`src/rtl/heap_port_b_master.sv`:
```
// heap_port_b_master: turns a valid/ready request stream into registered port B block-memory
// accesses and returns read data in order through a credit-protected response FIFO.
// Optional feature macro: HEAP_BOUNDS_CHECK_EN (flag out-of-range reads, drop out-of-range writes).
module heap_port_b_master #(
  parameter int CAPACITY_BYTES = 2048,
  parameter int WORD_BYTES     = 4,
  parameter int RSP_DEPTH      = 2
) (
  input  logic        clk,
  input  logic        reset_n,
  input  logic        req_valid,
  output logic        req_ready,
  input  logic        req_write,
  input  logic [31:0] req_addr,
  input  logic [31:0] req_wr_data,
  input  logic [3:0]  req_byte_en,
  output logic        rsp_valid,
  input  logic        rsp_ready,
  output logic [31:0] rsp_rd_data,
  output logic        rsp_error,
  output logic [31:0] mem_address,
  output logic [31:0] mem_wr_data,
  output logic [3:0]  mem_wr_en,
  input  logic [31:0] mem_rd_data,
  output logic        busy
);
`ifdef HEAP_BOUNDS_CHECK_EN
  localparam bit BOUNDS_EN = 1'b1;
`else
  localparam bit BOUNDS_EN = 1'b0;
`endif
  localparam int PW = $clog2(RSP_DEPTH);
  localparam int CW = $clog2(RSP_DEPTH + 1);
  localparam logic [31:0]   ADDR_MASK = ~32'(WORD_BYTES - 1);
  localparam logic [31:0]   CAP       = 32'(CAPACITY_BYTES);
  localparam logic [PW-1:0] LAST      = PW'(RSP_DEPTH - 1);

  // Handshakes: a request transfers on a clk edge where req_valid && req_ready, a response
  // transfers where rsp_valid && rsp_ready; the producer holds its payload stable until then.
  logic          ready_en;
  logic          iss_rd, iss_err, wait_rd, wait_err;
  logic [CW-1:0] fifo_count;
  logic [PW-1:0] wr_ptr, rd_ptr;
  logic [31:0]   fifo_data [RSP_DEPTH];
  logic          fifo_err  [RSP_DEPTH];
  logic          accept, oob, push, pop;
  logic [1:0]    inflight;
  logic [31:0]   used;

  // Every accepted read holds a FIFO slot from accept until pop, so a push never finds it full.
  assign inflight    = {1'b0, iss_rd} + {1'b0, wait_rd};
  assign used        = 32'(inflight) + 32'(fifo_count);
  assign req_ready   = ready_en && (used < 32'(RSP_DEPTH));
  assign accept      = req_valid && req_ready;
  assign oob         = BOUNDS_EN && (req_addr >= CAP);
  assign push        = wait_rd;
  assign pop         = rsp_valid && rsp_ready;
  assign rsp_valid   = (fifo_count != '0);
  assign rsp_rd_data = fifo_data[rd_ptr];
  assign rsp_error   = BOUNDS_EN && fifo_err[rd_ptr];
  assign busy        = (inflight != 2'd0) || rsp_valid;

  // Issue stage: iss_* marks the cycle the address is on port B, wait_* the cycle its data returns.
  always_ff @(posedge clk or negedge reset_n) begin
    if (!reset_n) begin
      ready_en    <= 1'b0;
      iss_rd      <= 1'b0;
      iss_err     <= 1'b0;
      wait_rd     <= 1'b0;
      wait_err    <= 1'b0;
      mem_address <= '0;
      mem_wr_data <= '0;
      mem_wr_en   <= '0;
    end else begin
      ready_en <= 1'b1;
      mem_wr_en <= '0;
      iss_rd   <= 1'b0;
      iss_err  <= 1'b0;
      wait_rd  <= iss_rd;
      wait_err <= iss_err;
      if (accept && !oob) begin
        mem_address <= req_addr & ADDR_MASK;
      end
      if (accept && req_write && !oob) begin
        mem_wr_data <= req_wr_data;
        mem_wr_en   <= req_byte_en;
      end
      if (accept && !req_write) begin
        iss_rd  <= 1'b1;
        iss_err <= oob;
      end
    end
  end

  always_ff @(posedge clk or negedge reset_n) begin
    if (!reset_n) begin
      wr_ptr     <= '0;
      rd_ptr     <= '0;
      fifo_count <= '0;
      for (int i = 0; i < RSP_DEPTH; i++) begin
        fifo_data[i] <= '0;
        fifo_err[i]  <= 1'b0;
      end
    end else begin
      if (push) begin
        fifo_data[wr_ptr] <= wait_err ? 32'h0 : mem_rd_data;
        fifo_err[wr_ptr]  <= wait_err;
        wr_ptr <= (wr_ptr == LAST) ? '0 : wr_ptr + PW'(1);
      end
      if (pop) begin
        rd_ptr <= (rd_ptr == LAST) ? '0 : rd_ptr + PW'(1);
      end
      if (push && !pop) begin
        fifo_count <= fifo_count + CW'(1);
      end else if (!push && pop) begin
        fifo_count <= fifo_count - CW'(1);
      end
    end
  end
endmodule

```
`config.mk`:
```
export PLATFORM = sky130hd
export DESIGN_NAME = heap_port_b_master
export DESIGN_NICKNAME = d
export VERILOG_FILES = /design/src/rtl/heap_port_b_master.sv
export SDC_FILE = /design/constraint.sdc
export NUM_CORES = 1
export LEC_CHECK = 0
export CORE_AREA = 4 4 118 120
export CTS_CLUSTER_DIAMETER = 100
export CTS_CLUSTER_SIZE = 28
export DETAILED_ROUTE_END_ITERATION = 10
export DIE_AREA = 0 0 122 124
export PLACE_DENSITY = 0.79
export SKIP_CTS_REPAIR_TIMING = 1
export SYNTH_ARGS = -nofsm -noshare
export SYNTH_HDL_FRONTEND = slang
export SYNTH_SLANG_ARGS = --single-unit
```
`constraint.sdc`:
```
create_clock -name clk -period 3.1 [get_ports clk]
set_clock_uncertainty 0.05 [all_clocks]
set_input_delay 0.62 -clock clk [delete_from_list [all_inputs] [get_ports clk]]
set_output_delay 0.62 -clock clk [all_outputs]
set_load 0.02 [all_outputs]
```
==> run summary <==
Status: completed
Fmax: 344 MHz
Static leakage: 3.76 nW
CP endpoint kind: primary output
Congestion Overflow GR: 0
Mux cell area share after synthesis: 33.4%
Critical R2R Capture: mem_wr_data[31]
Reg2Reg Setup Slack: 480 ps
Critical path fanouts, max: 2
Synth cell types: 21
Clock tree buffer depth: 2
Reg power frac: 32.0%
Largest cells by area after synthesis: dfrtp_1, mux2_2, mux2_4
Via/cell ratio: 4.86
Clock Power Share: 22.7%
Largest family of logic cells by synthesized area: multiplexers
Adder-Cell Fraction of Synth Area: 1.02%
Pre-antenna DRT Iters: 4
Via Count: 3,630
Synth top area share: 60.5%
Nets: 667
Worst EP arrival: 2240 ps
DRC: 0
Synth Area per Inst: 16.5 sq um
Final hold vios: 0
Psw: 3.14 mW
CP max-delay cell: fa_1
Post-Place Cells: 715
Core area: 13,000 sq um
Max_cap viols: 0
# IOs: 209
RD Place Congestion: 0.740
Synth Area in Compound Gates: 0%
Number of global-route vias before repair: 4,217
Die X: 122 microns
Final ANT Viol Nets: 0
Die height: 124 microns
Ant diodes: 0
Tmin final: 2910 ps
Initial antenna violation count: 0
Post-Syn Instances: 344
Slowest stage delay, CP: 460 ps
Final setup viols: 0
CTS tree: built
CP Launch Type: flop
Worst-Margin Slew: 703 ps
Power Dens Cells: 1140 nW/um^2
Comb power frac: 45.4%
Setup TNS: 0 ps
Initial Util: 43.7%
Share of layout cells above drive strength 1: 35.6%
Area growth from synthesis to layout: 51.4%
WL/cell: 18.2 microns
Die footprint: 15,100 sq um
Port bufs: 203
HPWL after detailed placement: 9900 microns
P_int: 6.67 mW
R2R depth: 8
First-pass GRT wire length: 21,800 microns
Crit path required time: 2430 ps
Clock root buffer master: clkbuf_16
Slew Viols, Final: 0
Cts bufs inserted: 17
Clock sink total: 137
Final period util: 93.8%
Post-Syn Area: 5670 sq um
Synth warnings: 0
#FFs+latches synth: 137
Final Util: 66.1%
Post-Layout Cell Count: 747
Routed Wire Length: 13,600 microns
Hold Crit Class: primary input to async pin
Synthesized-area fraction occupied by xor and xnor cells: 0.773%
Area leader, netlist: dfrtp_1
RSZ-0062 raised after global routing: no
DR iter-0 viols: 132
Simple-gate share of the synthesized area: 1.61%
Clock Latency Late Sink: 410 ps
Placement Rows: 42
H-tree depth: 4
Max_slew headroom: 53.1%
Final Power: 9.81 mW
Worst-path cell chain: inv_1 -> ha_1 -> and2_1 -> fa_1 -> nor3b_1 -> dlymetal6s2s_1
FF-to-FF Start: push
Worst-path clk slew: 60 ps
Largest net degree at the start of global routing: 77
Worst setup path category: flop to primary output
Sequential share of the synthesized area: 60.5%
Max IR drop VDD: 0.637 mV
Switch share: 32.0%
Total GRT Usage: 19.2%
-- cell usage after synthesis --
| library cell | count |
|---|---|
| buf_2 | 9 |
| and4bb_1 | 1 |
| mux2_4 | 30 |
| mux2_2 | 128 |
| xnor2_1 | 2 |
| fa_1 | 1 |
| nor3b_1 | 1 |
| and2_1 | 1 |
| and3_1 | 4 |
| ha_1 | 3 |
| buf_6 | 3 |
| dfrtp_1 | 137 |
| nor2_1 | 3 |
| buf_4 | 7 |
| nand2_4 | 1 |
| xor2_1 | 3 |
| clkbuf_1 | 1 |
| inv_1 | 3 |
| nand2_1 | 3 |
| conb_1 | 2 |
| nor2b_1 | 1 |
-- how the worst max path moves through the flow --
stage                     from        end  slack, ps
after floorplan           push  req_ready        570
after global placement    push  req_ready        230
after detailed placement  push  req_ready        240
after CTS                 push  req_ready       -240
after global routing      push  req_ready          9
final                     push  req_ready        190
-- flip-flops by register name, summed over array words and instances, names as in the netlist --
signal	count
mem_wr_en	4
wr_ptr	1
push	1
fifo_count	2
ready_en	1
mem_wr_data	32
mem_address	30
iss_rd	1
rd_ptr	1
fifo_data	64
-- power by group through the flow --
stage	registers [mW]	logic [mW]	clock network [mW]
3_3_place_gp	3.09	4.41	0
2_1_floorplan	3.55	2.01	0
5_1_grt	3.26	4.73	2.36
4_1_cts	3.15	4.51	2.28
3_5_place_dp	3.15	4.49	0
6_report	3.13	4.45	2.22
-- kinds of logic after synthesis --
group | after synthesis
and+or+nand+nor | 15
adders and majority gates | 4
xor gates and xnor gates | 5
other | 2
muxes | 158
buffers and inverters | 23
DFF | 137
-- metal layers --
layer	track usage [%]	up-vias	part of all wire (%)
met1	20.5	1821	38
met3	10.4	20	12
met4	7.35	0	1.7
met5	0	-	0
li1	-	1632	-
met2	31.9	157	49
-- layout make-up --
cell class | instances | area (sq um)
clock inverters | 12 | 195
inverters | 3 | 11.3
fillers | 963 | 4400
multi-input cells | 186 | 2110
well taps | 176 | 220
flip-flops and latches | 137 | 3430
repair buffers | 213 | 2150
clock buffers | 20 | 467
-- cells in the final DEF, fill, tap and decap left out, types with 4 or more instances in the layout --
cell,netlist,routed
and3_1,4,4
buf_4,7,7
bufinv_16,0,5
clkbuf_16,0,17
clkdlybuf4s50_1,0,201
clkinvlp_4,0,4
conb_1,2,4
dfrtp_1,137,137
mux2_2,128,128
mux2_4,30,30
-- through the flow --
stage                     setup slack, ps  hold slack (ps)  cell area (sq um)
final                                 192              177               8580
after global routing                 9.04              208               8580
after CTS                            -238              191               8570
after detailed placement              245              353               7910
after global placement                228              340               7910
after floorplan                       570              274               5670
-- critical path, delay by kind of cell, from the launching register on --
kind,cells,cell delay (ps)
adder cells (fa/ha/maj),2,690
buffers and inverters,2,400
flip-flops,1,370
AND/OR/NAND/NOR,2,350
Note: power is estimated with default switching activity, not from simulation.
